===== src/rtl/tbird_pkg.sv =====
// ============================================================================
// Module : tbird_pkg
// Brief  : Shared state encoding, lamp patterns and helpers for the T-Bird
//          tail-light scheduler.
// Rev    : 1.0  initial release
// ============================================================================
`default_nettype none

package tbird_pkg;

   typedef enum logic [3:0] {
      ST_IDLE    = 4'd0,
      ST_L1      = 4'd1,
      ST_L2      = 4'd2,
      ST_L3      = 4'd3,
      ST_R1      = 4'd4,
      ST_R2      = 4'd5,
      ST_R3      = 4'd6,
      ST_HAZ_ON  = 4'd7,
      ST_HAZ_OFF = 4'd8
   } state_t;

   // Debounced input vector layout
   localparam int IDX_LEFT  = 0;
   localparam int IDX_RIGHT = 1;
   localparam int IDX_HAZ   = 2;
   localparam int IDX_BRAKE = 3;
   localparam int NUM_REQ   = 4;

   localparam logic [5:0] PAT_OFF    = 6'b000000;
   localparam logic [5:0] PAT_ALL    = 6'b111111;
   localparam logic [5:0] PAT_L1     = 6'b001000;
   localparam logic [5:0] PAT_L2     = 6'b011000;
   localparam logic [5:0] PAT_L3     = 6'b111000;
   localparam logic [5:0] PAT_R1     = 6'b000100;
   localparam logic [5:0] PAT_R2     = 6'b000110;
   localparam logic [5:0] PAT_R3     = 6'b000111;
   localparam logic [5:0] LEFT_MASK  = 6'b111000;
   localparam logic [5:0] RIGHT_MASK = 6'b000111;

   // Brake lights the half not used by the running turn sequence
   function automatic logic [5:0] lamp_pattern(input state_t s, input logic brake);
      logic [5:0] p;
      p = PAT_OFF;
      case (s)
         ST_L1:     p = PAT_L1;
         ST_L2:     p = PAT_L2;
         ST_L3:     p = PAT_L3;
         ST_R1:     p = PAT_R1;
         ST_R2:     p = PAT_R2;
         ST_R3:     p = PAT_R3;
         ST_HAZ_ON: p = PAT_ALL;
         default:   p = PAT_OFF;
      endcase
      if (brake) begin
         case (s)
            ST_IDLE:             p = PAT_ALL;
            ST_L1, ST_L2, ST_L3: p = p | RIGHT_MASK;
            ST_R1, ST_R2, ST_R3: p = p | LEFT_MASK;
            default:             p = p;
         endcase
      end
      return p;
   endfunction

endpackage

`default_nettype wire


===== src/rtl/tbird_tick_div.sv =====
// ============================================================================
// Module : tbird_tick_div
// Brief  : Free-running divider producing a one-cycle step strobe every
//          SYSTEM_FREQ/HZ clocks; strobe is high while the counter is zero.
// Rev    : 1.0  initial release
// ============================================================================
`default_nettype none

module tbird_tick_div #(
   parameter int SYSTEM_FREQ = 12500,
   parameter int HZ          = 8
) (
   input  logic clk,
   input  logic reset,
   output logic o_tick
);

   localparam int PERIOD = SYSTEM_FREQ / HZ;
   localparam int CW     = (PERIOD > 1) ? $clog2(PERIOD) : 1;

   logic [CW-1:0] r_cnt;

   always_ff @(posedge clk) begin
      if (reset) begin
         r_cnt <= '0;
      end else if (r_cnt == CW'(PERIOD - 1)) begin
         r_cnt <= '0;
      end else begin
         r_cnt <= r_cnt + 1'b1;
      end
   end

   assign o_tick = (r_cnt == '0);

endmodule

`default_nettype wire


===== src/rtl/tbird_signal_scheduler.sv =====
// ============================================================================
// Module : tbird_signal_scheduler
// Brief  : Synchronises/debounces turn, hazard and brake switches and
//          sequences the six tail lamps on a divided tick.
//          Option macro: TBIRD_LANE_CHANGE_EN (tap-to-flash lane change).
// Rev    : 1.0  initial release
// ============================================================================
`default_nettype none

module tbird_signal_scheduler
   import tbird_pkg::*;
#(
   parameter int SYSTEM_FREQ     = 12500,
   parameter int HZ              = 8,
   parameter int DEBOUNCE_CYCLES = 4,
   parameter int LANE_FLASHES    = 3
) (
   input  logic       clk,
   input  logic       reset,
   input  logic       left_req,
   input  logic       right_req,
   input  logic       haz_req,
   input  logic       brake_req,
   output logic [5:0] lights,
   output logic       active,
   output logic       tick
);

   localparam int DCW = (DEBOUNCE_CYCLES > 1) ? $clog2(DEBOUNCE_CYCLES) : 1;

   logic [NUM_REQ-1:0] w_raw;
   logic [NUM_REQ-1:0] w_deb;
   logic               w_tick;
   logic               w_req_left;
   logic               w_req_right;
   state_t             r_state;
   state_t             w_state_next;

   assign w_raw = {brake_req, haz_req, right_req, left_req};

   tbird_tick_div #(
      .SYSTEM_FREQ (SYSTEM_FREQ),
      .HZ          (HZ)
   ) u_tick_div (
      .clk    (clk),
      .reset  (reset),
      .o_tick (w_tick)
   );

   assign tick = w_tick;

   for (genvar gi = 0; gi < NUM_REQ; gi++) begin : g_debounce
      logic           r_sync1;
      logic           r_sync2;
      logic           r_deb;
      logic [DCW-1:0] r_cnt;

      always_ff @(posedge clk) begin
         if (reset) begin
            r_sync1 <= 1'b0;
            r_sync2 <= 1'b0;
            r_deb   <= 1'b0;
            r_cnt   <= '0;
         end else begin
            r_sync1 <= w_raw[gi];
            r_sync2 <= r_sync1;
            if (r_sync2 == r_deb) begin
               r_cnt <= '0;
            end else if (r_cnt == DCW'(DEBOUNCE_CYCLES - 1)) begin
               r_deb <= r_sync2;
               r_cnt <= '0;
            end else begin
               r_cnt <= r_cnt + 1'b1;
            end
         end
      end

      assign w_deb[gi] = r_deb;
   end

`ifdef TBIRD_LANE_CHANGE_EN
   localparam int LCW = $clog2(LANE_FLASHES + 1);

   logic [LCW-1:0] r_lane_cnt;
   logic           r_lane_dir;   // 0 = left, 1 = right
   logic [1:0]     r_deb_prev;
   logic           w_rise_left;
   logic           w_rise_right;
   logic           w_seq_done;
   logic           w_enter_haz;

   assign w_rise_left  = w_deb[IDX_LEFT]  & ~r_deb_prev[0];
   assign w_rise_right = w_deb[IDX_RIGHT] & ~r_deb_prev[1];
   assign w_seq_done   = w_tick && (w_state_next == ST_IDLE) &&
                         ((r_state == ST_L3) || (r_state == ST_R3));
   assign w_enter_haz  = w_tick && (w_state_next == ST_HAZ_ON);

   assign w_req_left  = w_deb[IDX_LEFT]  | ((r_lane_cnt != '0) && !r_lane_dir);
   assign w_req_right = w_deb[IDX_RIGHT] | ((r_lane_cnt != '0) &&  r_lane_dir);

   // Hazard entry wins over a same-cycle tap; a fresh tap wins over a decrement
   always_ff @(posedge clk) begin
      if (reset) begin
         r_lane_cnt <= '0;
         r_lane_dir <= 1'b0;
         r_deb_prev <= 2'b00;
      end else begin
         r_deb_prev <= {w_deb[IDX_RIGHT], w_deb[IDX_LEFT]};
         if (w_enter_haz) begin
            r_lane_cnt <= '0;
         end else if (w_rise_left) begin
            r_lane_cnt <= LCW'(LANE_FLASHES);
            r_lane_dir <= 1'b0;
         end else if (w_rise_right) begin
            r_lane_cnt <= LCW'(LANE_FLASHES);
            r_lane_dir <= 1'b1;
         end else if (w_seq_done && (r_lane_cnt != '0)) begin
            r_lane_cnt <= r_lane_cnt - 1'b1;
         end
      end
   end
`else
   assign w_req_left  = w_deb[IDX_LEFT];
   assign w_req_right = w_deb[IDX_RIGHT];

   if (LANE_FLASHES > 0) begin : g_lane_unused
   end
`endif

   always_ff @(posedge clk) begin
      if (reset) begin
         r_state <= ST_IDLE;
      end else begin
         r_state <= w_state_next;
      end
   end

   always_comb begin
      w_state_next = r_state;
      if (w_tick) begin
         case (r_state)
            ST_IDLE: begin
               if (w_deb[IDX_HAZ] || (w_req_left && w_req_right)) w_state_next = ST_HAZ_ON;
               else if (w_req_left)                               w_state_next = ST_L1;
               else if (w_req_right)                              w_state_next = ST_R1;
               else                                               w_state_next = ST_IDLE;
            end
            ST_L1:      w_state_next = w_deb[IDX_HAZ] ? ST_HAZ_ON : ST_L2;
            ST_L2:      w_state_next = w_deb[IDX_HAZ] ? ST_HAZ_ON : ST_L3;
            ST_L3:      w_state_next = w_deb[IDX_HAZ] ? ST_HAZ_ON : ST_IDLE;
            ST_R1:      w_state_next = w_deb[IDX_HAZ] ? ST_HAZ_ON : ST_R2;
            ST_R2:      w_state_next = w_deb[IDX_HAZ] ? ST_HAZ_ON : ST_R3;
            ST_R3:      w_state_next = w_deb[IDX_HAZ] ? ST_HAZ_ON : ST_IDLE;
            ST_HAZ_ON:  w_state_next = ST_HAZ_OFF;
            ST_HAZ_OFF: w_state_next = w_deb[IDX_HAZ] ? ST_HAZ_ON : ST_IDLE;
            default:    w_state_next = ST_IDLE;
         endcase
      end
   end

   always_ff @(posedge clk) begin
      if (reset) begin
         lights <= PAT_OFF;
         active <= 1'b0;
      end else begin
         lights <= lamp_pattern(r_state, w_deb[IDX_BRAKE]);
         active <= (r_state != ST_IDLE);
      end
   end

endmodule

`default_nettype wire


===== config.mk =====
export PLATFORM = sky130hd
export DESIGN_NAME = tbird_signal_scheduler
export DESIGN_NICKNAME = d
export VERILOG_FILES = /design/src/rtl/tbird_pkg.sv /design/src/rtl/tbird_tick_div.sv /design/src/rtl/tbird_signal_scheduler.sv
export SDC_FILE = /design/constraint.sdc
export NUM_CORES = 1
export LEC_CHECK = 0
export BUFFER_PORTS_ARGS = -buffer_cell sky130_fd_sc_hd__buf_2
export CAP_MARGIN = 20
export CORE_UTILIZATION = 60
export CTS_BUF_LIST = sky130_fd_sc_hd__clkbuf_8
export DETAILED_ROUTE_END_ITERATION = 12
export HOLD_SLACK_MARGIN = 0.03
export PLACE_DENSITY_LB_ADDON = 0.2
export SYNTH_ARGS = -nofsm -noshare
export SYNTH_HDL_FRONTEND = slang
export SYNTH_SLANG_ARGS = --single-unit

===== constraint.sdc =====
create_clock -name clk -period 2.4 [get_ports clk]
set_input_delay 0.24 -clock clk [delete_from_list [all_inputs] [get_ports clk]]
set_output_delay 0.24 -clock clk [all_outputs]
set_load 0.02 [all_outputs]

==> impl_metrics.yaml <==
clocking:
  cts_resized: 0
  numCtsBuffers: 5
  cts_tree: "built"
  cts_setup_buffers: 0
  cts_hold_buf: 0
  clkLatencyLatePin_ps: 290
  cts_root_buf: "clkbuf_8"
  htreeDepth: 2
  cts_buffer_depth: 2
  cts.clk_slew.worst_paths_ps: 80
  clkSinkCount: 42
placed_design:
  io_buffers: 13
  place_congestion: 0.8308
  postPlaceCellArea_mm2: 0.001774
  dpl.hpwl_um: 1914
synthesis:
  syn_nets: 197
  seq_area_frac_synth_pct: 48.66
  yosys.area_share.simple_pct: 23.75
  synth.most_common_cell: "dfxtp_1"
  yosys.area_share.xor_xnor_pct: 6.589
  muxShareOfSynthArea_pct: 2.896
  syn-instance-count: 184
  synth_top_family_by_area: "simple AND/OR/NAND/NOR gates"
  synth_largest_area_cell: "dfxtp_1"
  ys_ff_latch: 42
  synthAdderAreaFrac_pct: 5.648
  synth_area_per_cell_um2: 9.391
  synth_area_leaders: "dfxtp_1, nor2_1, ha_1, xnor2_1, mux2i_1"
  ys_warn_count: 0
  synth_ff_type: "dfxtp_1"
  synth-edff-count: 0
  synth_compound_area_share_pct: 7.169
  synth_common_cells: "dfxtp_1, nor2_1, inv_1"
  yosysTopAreaCellShare_pct: 48.66
  syn_area_mm2: 0.001728
  ys_types: 40
  synth_async_sr_flop_share_pct: 0
final_layout:
  utilization_pct: 68.24
  drive_gt1_share_pct: 12.31
  multi_input_area_um2: 795.8
  seqCellArea_um2: 840.8
  fillers: 223
  area_delta_synth_final_pct: 7.965
  nets: 207
  design_area_mm2: 0.001866
  diodes: 0
global_route:
  grt_pass1_vias: 1231
  grt_start_max_net_pins: 29
  grt.total_usage_pct: 21.28
  grt_pass1_wl_um: 5119
  antenna_found_initial: 0
  globalRouteOverflowTotal: 0
floorplanning:
  die_height_um: 55.67
  num_io_pins: 14
  start_util_pct: 63.20
  placeableCoreArea_mm2: 0.002734
  die_area_mm2: 0.003099
  fp.dieW_um: 55.67
  rows: 19
routing:
  vias: 1282
  dr.pass1.iters: 5
  drt_iter0_drc: 35
  avgViaCountPerCell: 5.673
  postRouteAntennaNets: 0
  wl_per_cell_um: 12.66
  drc: 0
  wirelength_um: 2862
outcome:
  status: "finished clean"
setup_path:
  max_stage_delay_ps: 530
  arrival_ps: 1860
  cp_max_fo: 7
  crit_buf_inv: 1
  cp_slowest_cell: "or4_1"
  worstPathCellList: "or4_1 > and4bb_1 > buf_2"
  start_kind: "flip-flop"
  rrSetupSlack_ps: 640
  path_class: "reg2out"
  critical_path.top_delay_family: "simple AND/OR/NAND/NOR gates"
  cp.required_ps: 2160
  crit_path_end_kind: "output port"
run:
  maxCapViolCount: 0
sta:
  worstMarginPinSlew_ps: 475.6
  finalSetupViolations: 0
  fin_tns_setup_ps: 0
  clock_skew_ps: 6.420
  period_needed_ps: 2103
  fin_crit_sh_pct: 87.64
  slew_viol_final: 0
  finalHoldViolCount: 0
  rsz0062_at_grt: "false"
  clock.fmax_ghz: 0.4754
  slew_headroom_pct: 68.29
power_and_ir_drop:
  p_per_area_mw_per_mm2: 696.7
  leakagePower_nw: 0.7357
  worst_ir_drop_vdd_v: 0.0005898
min_path:
  hold_class: "in2reg"
-- area by class of cell --
class                           instances  area share, %
Sequential cell                        42          45.07
Timing Repair Buffer                   13          3.488
Multi-Input combinational cell        123          42.66
Clock inverter                          2         0.4695
Clock buffer                            6          4.427
Tap cell                               31          2.079
Inverter                                9          1.811
-- routing by layer --
| metal | share of wire (%) | track usage (%) | vias to the layer above |
|---|---|---|---|
| met3 | 3.9 | 7.907 | 6 |
| met1 | 43 | 23.32 | 610 |
| met4 | 1.7 | 10.71 | 0 |
| li1 | - | - | 640 |
| met2 | 51 | 35.97 | 26 |
| met5 | 0 | 0 | - |
-- cell families after synthesis --
kind of cell / count (synthesis)
AO/OA/AOI/OAI: 17
AND/OR/NAND/NOR: 80
adder cells (fa/ha/maj): 8
buffers and inverters: 19
multiplexers: 5
XOR/XNOR: 13
flip-flops: 42
-- layout by cell type (no fill, tap or decap) --
| cell type | Yosys | routed |
|---|---|---|
| dfxtp_1 | 42 | 42 |
| nor2_1 | 31 | 31 |
| buf_2 | 1 | 13 |
| inv_1 | 9 | 10 |
| nor2b_1 | 8 | 8 |
| xnor2_1 | 8 | 8 |
| nand2_1 | 8 | 8 |
| ha_1 | 7 | 7 |
| nor3_1 | 6 | 6 |
| clkbuf_8 | 0 | 6 |
| mux2i_1 | 5 | 5 |
| or3_1 | 5 | 5 |
| xor2_1 | 5 | 5 |
| nor4_1 | 4 | 4 |
| a211oi_1 | 4 | 4 |
| a21oi_1 | 4 | 4 |
| nand3_1 | 4 | 4 |
| nand4_1 | 3 | 3 |
| o21ai_1 | 2 | 2 |
| nand2b_1 | 2 | 2 |
| or4_1 | 1 | 1 |
| and4bb_1 | 1 | 1 |
| or2_1 | 1 | 1 |
| and3b_1 | 1 | 1 |
| nand2_2 | 1 | 1 |
| o32ai_1 | 1 | 1 |
| a21o_1 | 1 | 1 |
| a22oi_1 | 1 | 1 |
| nor3b_1 | 1 | 1 |
| o221a_2 | 1 | 1 |
| nor3_2 | 1 | 1 |
| nor4b_1 | 1 | 1 |
| a311oi_1 | 1 | 1 |
| o22ai_2 | 1 | 1 |
| maj3_1 | 1 | 1 |
| a21boi_1 | 1 | 1 |
| and4_1 | 1 | 1 |
| clkinv_2 | 0 | 1 |
-- power breakdown --
part           total (mW)  internal [mW]  switching, mW
Clock               0.450          0.227          0.222
Sequential          0.743          0.719         0.0241
Combinational       0.107         0.0473         0.0596
Total                1.30          0.994          0.306
-- through the flow --
step / hold WS [ps] / std cells / total power [mW] / setup slack (ps)
floorplan: 368.2 / 184 / 0.8468 / 804.3
detailed placement: 414.9 / 218 / 0.8654 / 609.8
global route: 156.0 / 226 / 1.365 / 228.1
finish: 156.5 / 226 / 1.300 / 296.6
CTS: 147.3 / 226 / 1.313 / 287.5
global placement: 404.3 / 218 / 0.8608 / 641.6
-- worst paths after layout --
path | start | end | cells after the start
max reg2reg | u_tick_div.r_cnt[6] | r_state[1] | 4
max | u_tick_div.r_cnt[6] | tick | 3
min reg2reg | g_debounce[1].r_cnt[0] | g_debounce[1].r_cnt[0] | 1
min | left_req | g_debounce[0].r_sync1 | 2
-- registers in the layout (all words and copies together) (netlist names) --
name	cells
lights	6
active	1
g_debounce.r_cnt	8
u_tick_div.r_cnt	11
r_state	4
g_debounce.r_sync1	4
g_debounce.r_deb	4
g_debounce.r_sync2	4
Power figures use the tool's default switching activity.
